### src/rtl/resp_pkg.sv
// resp_pkg: shared state encoding, frame sizing and default sync byte for the response serializer
package resp_pkg;
  typedef enum logic [2:0] {IDLE, ISSUE, WAIT_BUSY, WAIT_IDLE, DONE} resp_state_t;
  localparam int MAX_FRAME_BYTES = 7;
  typedef logic [$clog2(MAX_FRAME_BYTES)-1:0] frame_idx_t;
  localparam logic [7:0] DEFAULT_SYNC = 8'hAA;
endpackage

### src/rtl/resp_watchdog.sv
// resp_watchdog: saturating per-byte wait counter; expired flags the cycle that aborts the frame
module resp_watchdog #(
  parameter int TIMEOUT_CYCLES = 200000
) (
  input  logic clock,
  input  logic reset,
  input  logic clear,
  input  logic enable,
  output logic expired
);
  localparam int W = $clog2(TIMEOUT_CYCLES + 1);
  localparam logic [W-1:0] LIMIT = W'(TIMEOUT_CYCLES - 1);
  localparam logic [W-1:0] SAT = W'(TIMEOUT_CYCLES);
  logic [W-1:0] cnt_q, cnt_d;
  always_comb cnt_d = clear ? '0 : (enable && cnt_q != SAT) ? cnt_q + 1'b1 : cnt_q;
  always_ff @(posedge clock) cnt_q <= reset ? '0 : cnt_d;
  assign expired = enable && cnt_q >= LIMIT;
endmodule

### src/rtl/resp_serializer.sv
// resp_serializer: frames a response word as SYNC, opcode, payload (MSB first) and paces bytes to the UART.
// Define RESP_CHECKSUM_EN to append an XOR checksum byte over opcode and payload.
module resp_serializer
  import resp_pkg::*;
#(
  parameter logic [7:0] SYNC_BYTE      = DEFAULT_SYNC,
  parameter int         PAYLOAD_BYTES  = 4,
  parameter int         TIMEOUT_CYCLES = 200000
) (
  input  logic        clock,
  input  logic        reset,
  input  logic        resp_valid,
  output logic        resp_ready,
  input  logic [7:0]  resp_opcode,
  input  logic [31:0] resp_data,
  output logic [7:0]  tx_byte,
  output logic        tx_start,
  input  logic        tx_busy,
  output logic        busy,
  output logic        frame_done,
  output logic        timeout_err
);
`ifdef RESP_CHECKSUM_EN
  localparam int FRAME_LEN = 3 + PAYLOAD_BYTES;
`else
  localparam int FRAME_LEN = 2 + PAYLOAD_BYTES;
`endif
  localparam frame_idx_t LAST = frame_idx_t'(FRAME_LEN - 1);
  localparam frame_idx_t PAY_TOP = frame_idx_t'(PAYLOAD_BYTES + 1);
  resp_state_t state_q, state_d;
  frame_idx_t idx_q, idx_d;
  logic [7:0] op_q, op_d, tx_byte_q, tx_byte_d, frame_byte;
  logic [31:0] data_q, data_d;
  logic [1:0] pay_sel;
  logic tx_start_q, tx_start_d, timeout_err_q, timeout_err_d, wd_clear, wd_expired;
  // payload bytes go out MSB first, so frame index 2 maps to the highest sent byte
  assign pay_sel = 2'(PAY_TOP - idx_q);
`ifdef RESP_CHECKSUM_EN
  logic [7:0] csum;
  always_comb begin
    csum = op_q;
    for (int i = 0; i < PAYLOAD_BYTES; i++) csum = csum ^ data_q[8*i +: 8];
  end
  assign frame_byte = idx_q == LAST ? csum : idx_q == 3'd0 ? SYNC_BYTE :
                      idx_q == 3'd1 ? op_q : data_q[{pay_sel, 3'b000} +: 8];
`else
  assign frame_byte = idx_q == 3'd0 ? SYNC_BYTE : idx_q == 3'd1 ? op_q :
                      data_q[{pay_sel, 3'b000} +: 8];
`endif
  resp_watchdog #(.TIMEOUT_CYCLES(TIMEOUT_CYCLES)) u_watchdog (
    .clock   (clock),
    .reset   (reset),
    .clear   (wd_clear),
    .enable  (state_q == WAIT_BUSY || state_q == WAIT_IDLE),
    .expired (wd_expired)
  );
  always_comb begin
    state_d = state_q;
    idx_d = idx_q;
    op_d = op_q;
    data_d = data_q;
    tx_byte_d = tx_byte_q;
    tx_start_d = 1'b0;
    timeout_err_d = 1'b0;
    wd_clear = 1'b0;
    case (state_q)
      IDLE: if (resp_valid) begin
        op_d = resp_opcode;
        data_d = resp_data;
        idx_d = '0;
        state_d = ISSUE;
      end
      ISSUE: if (!tx_busy) begin
        tx_byte_d = frame_byte;
        tx_start_d = 1'b1;
        wd_clear = 1'b1;
        state_d = WAIT_BUSY;
      end
      WAIT_BUSY: if (tx_busy) state_d = WAIT_IDLE;
      WAIT_IDLE: if (!tx_busy) begin
        state_d = idx_q == LAST ? DONE : ISSUE;
        idx_d = idx_q == LAST ? idx_q : idx_q + 3'd1;
      end
      DONE: state_d = IDLE;
      default: state_d = IDLE;
    endcase
    if (wd_expired) begin
      state_d = IDLE;
      timeout_err_d = 1'b1;
    end
  end
  always_ff @(posedge clock) begin
    if (reset) begin
      state_q <= IDLE;
      idx_q <= '0;
      op_q <= '0;
      data_q <= '0;
      tx_byte_q <= '0;
      tx_start_q <= 1'b0;
      timeout_err_q <= 1'b0;
    end else begin
      state_q <= state_d;
      idx_q <= idx_d;
      op_q <= op_d;
      data_q <= data_d;
      tx_byte_q <= tx_byte_d;
      tx_start_q <= tx_start_d;
      timeout_err_q <= timeout_err_d;
    end
  end
  assign resp_ready = state_q == IDLE;
  assign busy = state_q != IDLE;
  assign frame_done = state_q == DONE;
  assign tx_byte = tx_byte_q;
  assign tx_start = tx_start_q;
  assign timeout_err = timeout_err_q;
endmodule

### config.mk
export PLATFORM = sky130hd
export DESIGN_NAME = resp_serializer
export DESIGN_NICKNAME = d
export VERILOG_FILES = /design/src/rtl/resp_pkg.sv /design/src/rtl/resp_watchdog.sv /design/src/rtl/resp_serializer.sv
export SDC_FILE = /design/constraint.sdc
export NUM_CORES = 1
export LEC_CHECK = 0
export ABC_AREA = 1
export CAP_MARGIN = 20
export CORE_UTILIZATION = 49
export DETAILED_ROUTE_END_ITERATION = 10
export GPL_TIMING_DRIVEN = 0
export PLACE_DENSITY = 0.75
export SLEW_MARGIN = 25
export SYNTH_ARGS = -nofsm -noshare
export SYNTH_HDL_FRONTEND = slang
export SYNTH_SLANG_ARGS = --single-unit
### constraint.sdc
create_clock -name clock -period 1.5 [get_ports clock]
set_clock_uncertainty 0.15 [all_clocks]
set_input_delay 0.225 -clock clock [delete_from_list [all_inputs] [get_ports clock]]
set_output_delay 0.225 -clock clock [all_outputs]
set_load 0.02 [all_outputs]
### Yosys cells after proc, flatten, opt, wreduce, memory -nomap -nowiden

Cells that the tools add are included.

* magnitude comparators: 1
* add/subtract/negate cells: 3
* reduce and logical (&&, ||, !) cells: 13
* bitwise operators: 1
* shifts and indexed selects: 1
* multiplexer cells: 15
* equal/unequal tests: 12

Operators by type and width (count)
* 32-bit by 6-bit indexed part select with 8-bit output: 1
* 3-bit two-way mux: 8
* 18-bit by 1-bit adder with 18-bit output (second input constant): 1
* 18-bit greater-or-equal comparator (second input constant): 1
* 18-bit inequality test (second input constant): 1
* 8-bit two-way mux: 2
* 3-bit one-hot mux with 4 select lines: 1
* 2-bit inequality test (second input constant): 5
* 4-bit AND reduction: 2
* 3-bit by 1-bit == test with 1-bit output (second input constant): 2
* 3-bit by 2-bit == test with 1-bit output (second input constant): 2
* 3-bit == test (second input constant): 2
* 3-bit logical NOT: 2
* 3-bit one-hot mux with 2 select lines: 1
* 2-bit AND reduction: 2
* 2-bit OR reduction: 2
* 3-bit by 1-bit adder with 3-bit output (second input constant): 1
* 1-bit two-way mux: 3
* 3-bit nonzero test: 1
* 1-bit logical AND: 2
* 2-bit nonzero test: 1
* 1-bit by 2-bit subtractor with 2-bit output (first input constant): 1
* 1-bit logical OR: 1
* 1-bit NOT: 1

* bits of input ports: 44
* word-level logic and storage cells: 54
* register bits after elaboration: 74
* output and inout port bits: 13

### Longest topological paths before layout

* depth in word-level cells: 4
* depth in mapped cells: 10
* mapped depth without buffers: 9

### Hierarchy

Synthesis repeated with hierarchy kept, for this count alone.

* cells, all modules: 546
* area, all modules: 3726.1 µm²

By module, submodules not included
* resp_serializer: sequential area each 1121.1 µm², cells an instance 355, times used 1, area each 2519.9 µm²
* resp_watchdog: sequential area each 360.3 µm², cells an instance 191, times used 1, area each 1206.2 µm²

### Worst setup path before layout

No wires, ideal clock.

* path type: register to register
* start: register idx_q[1]
* end: register tx_byte_q[4] (netlist: tx_byte[4])
* cell stages (with the launch flop): 8
* period minus slack after synthesis: 1.560 ns
* library setup time: 0.113 ns
* required time: 1.237 ns
* buffers on the path: 1
* setup slack: -0.060 ns
* arrival time: 1.297 ns
* cell sequence: dfxtp_1 > inv_1 > ha_1 > nand2_1 > clkbuf_1 > o221ai_1 > nand3_1 > nand2_1

* word-level cells in the longest chain between the ends: 4
* elaborated cells on any way between the ends: 6
* those cells by class: add/sub (1); eq/ne (1); shift (1); mux (2); reduce/logical (1)

RTL lines
* start, declared: line resp_serializer.sv:31 `frame_idx_t idx_q, idx_d;`
* start signal, assigned: line resp_serializer.sv:103 `idx_q <= idx_d;`
* 1-bit by 2-bit subtractor with 2-bit output: line resp_serializer.sv:37 `assign pay_sel = 2'(PAY_TOP - idx_q);`
* 32-bit by 6-bit indexed part select with 8-bit output: line resp_serializer.sv:48 `data_q[{pay_sel, 3'b000} +: 8];`
* 8-bit two-way mux: line resp_serializer.sv:47 `assign frame_byte = idx_q == 3'd0 ? SYNC_BYTE : idx_q == 3'd1 ? op_q :`
* 8-bit two-way mux (*): line resp_serializer.sv:47
* end signal, assigned: line resp_serializer.sv:106 `tx_byte_q <= tx_byte_d;`
* end, declared: line resp_serializer.sv:32 `logic [7:0] op_q, op_d, tx_byte_q, tx_byte_d, frame_byte;`

Every way passes the cells marked *; elsewhere a longest branch is shown, timed or not.
A chain may end at the register's enable or synchronous reset.

### Worst setup path in the final report

* start: register state_q[0]
* end: register data_q[18]

* word-level cells in the longest chain between the ends: 2

RTL lines
* start, declared: line resp_serializer.sv:30 `resp_state_t state_q, state_d;`
* start signal, assigned: line resp_serializer.sv:102 `state_q <= state_d;`
* 3-bit logical NOT: line resp_serializer.sv:66 `case (state_q)`
* 2-bit AND reduction (no line)
* end signal, assigned: line resp_serializer.sv:105 `data_q <= data_d;`
* end, declared: line resp_serializer.sv:33 `logic [31:0] data_q, data_d;`

No other way between the ends.

==> results.md <==
- Outcome: finished, violations left
- Failing checks: negative setup slack
- Die extent in y: 88.4 µm
- XOR/XNOR Fraction of Synth Area: 0.0240
- Number of diodes: 0
- Initial cell density of the core: 0.507
- Vias per cell: 5.98
- Critical Path RT: 1.64 ns
- TritonCTS buffer count: 9
- Tcrit/Tclk final: 1.28
- Vias after detailed routing: 4509
- Fill count: 438
- Post-DP HPWL: 7080 µm
- Post-synth cell types: 26
- Synthesis-stage register bit count: 74
- Crit-path max FO: 5
- Main combinational cell family by area after synthesis: simple AND/OR/NAND/NOR gates
- Crit path buf inv count: 5
- Reg clk slew, reported paths: 0.09 ns
- Gate Count Post-Synth: 538
- Die width: 88.4 µm
- Max_cap viols: 0
- Buffers on Ports: 54
- Initial drt markers: 342
- Avg Cell Area, Syn: 6.80 µm²
- P per Cell Area: 1690 nW/µm²
- Critical-path top delay cell: dfxtp_4
- Placed cells: 691
- Final net count: 699
- Worst hold path class: in2reg
- DRT Wirelength: 14500 µm
- Setup TNS Final: -19.17 ns
- First-pass GRT wire length: 19200 µm
- Worst R2R Path Depth: 8
- Final setup fails: 75
- VDD IR max: 0.00103 V
- Reg2reg end: data_q[18]
- Final Hold Fails: 0
- Boundary Pins: 57
- Synthesized cell area: 3660 µm²
- Number of global-route vias before repair: 4224
- Total grt overflow: 0
- Cell family with most CP delay: buffers and inverters
- Final Power: 0.00993 W
- RSZ-0062 raised after global routing: yes
- GPL Wtd Cong: 0.951
- Arr. time, crit path: 2.06 ns
- GRT Total Usage: 0.321
- Drt wl/cell: 19.2 µm
- Layout cells sized above 1: 0.406
- H-tree depth: 3
- Post-route setup slack: -0.421 ns
- Sink Count: 74
- Syn nets: 587
- Critical setup path kind: reg2reg
- R2R setup slack: -0.42 ns
- Crit path cell chain: nor3_4 -> buf_6 -> buf_6 -> buf_8 -> buf_12 -> buf_8 -> nand3_2 -> a21oi_2
- Tmin final: 1.92 ns
- Layout area overhead: 61.1%
- Worst hold stages: 2
- Die area: 7810 µm²
- Largest net degree at the start of global routing: 14
- DRC viols: 0
- CTS tree: built
- Crit start category: register
- CTS Buffer Depth: 2
- Core area: 7210 µm²
- Worst hold endpoint: data_q[31]
- Mux cell area share after synthesis: 0
- Clock root cell: clkbuf_8
- Seq/Total Area, Yosys: 0.405
- Crit. End Element: register
- Area share of fa/ha/maj cells after synthesis: 0.0171
- RR Startpoint: state_q[0]
- Initial DRT Pass Iterations: 5
- Post-synthesis simple-gate area fraction: 0.328
- Cell Count, Final, Fillers Out: 754
- Compound-cell area share of the yosys netlist: 0.144
- CTS Hold Bufs: 0
- Static leakage: 2.26 nW
- Syn. warnings: 0
- Worst-Skew Late Latency: 0.36 ns
- FP Rows: 31
- Tightest Pin Transition: 0.769 ns
- Fin Hold WS: 0.166 ns
- Final ANT Viol Nets: 0
- Hold Crit Start: reset
- Stages on worst setup path: 8
- Slew Limit Fails: 0
- Max-slew headroom: 0.488
- CP peak stage delay: 0.39 ns
- Initial antenna violation count: 1
- FMAX: 521 MHz
## how the worst max path moves through the flow
stage          startpoint         end
2_1_floorplan    idx_q[0]  tx_byte[3]
3_3_place_gp   state_q[0]  resp_ready
3_5_place_dp   state_q[0]  resp_ready
4_1_cts        state_q[1]  resp_ready
5_1_grt        state_q[0]  data_q[18]
6_report       state_q[0]  data_q[18]
## area by class of cell
| type | count | area, µm² | area share |
|---|---|---|---|
| multi-input combinational | 391 | 2580 | 0.438 |
| inverter | 45 | 198 | 0.0336 |
| buffer | 25 | 205 | 0.0348 |
| tap | 99 | 124 | 0.0210 |
| clock inverter | 5 | 60.1 | 0.0102 |
| timing repair buffer | 103 | 1040 | 0.177 |
| sequential | 74 | 1520 | 0.258 |
| clock buffer | 11 | 151 | 0.0257 |
| timing repair inverter | 1 | 7.51 | 0.00127 |
## registers in the layout, indices dropped and copies added, names as in the netlist
register and count:
data_q 32, u_watchdog.cnt_q 18, op_q 8, tx_byte 8, idx_q 3, state_q 3
timeout_err 1, tx_start 1
## report_power, final
part	internal, W	leakage [nW]	total [W]	switching, W
registers	0.00233	0.615	0.00269	0.000354
clock network	0.000868	0.106	0.00167	0.000799
logic	0.00250	1.54	0.00558	0.00308
total	0.00570	2.26	0.00993	0.00423
## routing by layer
layer	global-route usage	up-vias	routed length [µm]
met3	0.0718	103	1130
met2	0.596	253	7390
met4	0.211	0	1080
met5	0	-	0
li1	-	1998	-
met1	0.322	2155	4860
## repair_timing
action / 4_1_cts / 5_1_grt
gates resized for setup: 213 / 122
setup endpoints to repair: 86 / 76
pin swaps: 45 / 31
setup buffers: 35 / 8
hold endpoints to repair: 0 / 0
cloned: 8 / 1
## cell usage in the layout, fill, tap and decap left out, types with 10 or more instances in the layout
master           synthesis  final
nand2_1                139    101
dfxtp_1                 74     55
clkdlybuf4s50_1          0     41
a21oi_2                  1     40
nor2_1                  54     39
nand3_1                 63     35
inv_1                   40     32
buf_4                    0     27
nand2_2                  2     26
nand3_2                  4     26
buf_6                    2     22
a21oi_1                 60     20
nand2_4                  1     13
dfxtp_2                  0     12
o21ai_0                 28     11
clkbuf_8                 0     11
buf_8                    0     10
nor2_4                   0     10
o21ai_2                  0     10
dlygate4sd2_1            0     10
## cells in the mapped netlist
master,count,area (µm²)
a21oi_1,60,300
a21oi_2,1,8.76
a22o_1,3,26.3
buf_2,9,45.0
buf_6,2,22.5
clkbuf_1,17,63.8
dfxtp_1,74,1480
ha_1,5,62.6
inv_1,40,150
inv_2,5,18.8
nand2_1,139,522
nand2_2,2,12.5
nand2_4,1,11.3
nand3_1,63,315
nand3_2,4,40.0
nand4_1,8,50.1
nor2_1,54,203
nor2_2,3,18.8
nor3_1,2,10.0
nor3_4,1,16.3
o211ai_1,3,22.5
o21ai_0,28,140
o21ai_1,2,10.0
o221ai_1,2,17.5
xnor2_1,1,8.76
xor2_1,9,78.8
## worst reg2reg max path: stages, from the launching register on
cell and delay (ns):
dfxtp_4 0.39, nor3_4 0.36, buf_6 0.18, buf_6 0.15, buf_8 0.12, buf_12 0.12
buf_8 0.12, nand3_2 0.07, a21oi_2 0.18
## kinds of logic (layout without fill, tap and decap cells)
| kind of cell | count (synthesis) | in the layout |
|---|---|---|
| and+or+nand+nor | 277 | 277 |
| AOI/OAI and AO/OA | 99 | 99 |
| DFF | 74 | 74 |
| buffers and inverters | 73 | 190 |
| xor gates and xnor gates | 10 | 10 |
| adders and majority gates | 5 | 5 |
## per-stage QoR
step,setup WS (ns),cell area (µm²),util
after floorplan,0.0173,3660,-
after global placement,-0.614,4320,0.599
after detailed placement,-0.619,4320,0.599
after CTS,-0.161,5430,0.752
after global routing,-0.466,5890,0.817
final,-0.421,5890,0.817
(Power assumes the default switching activity.)
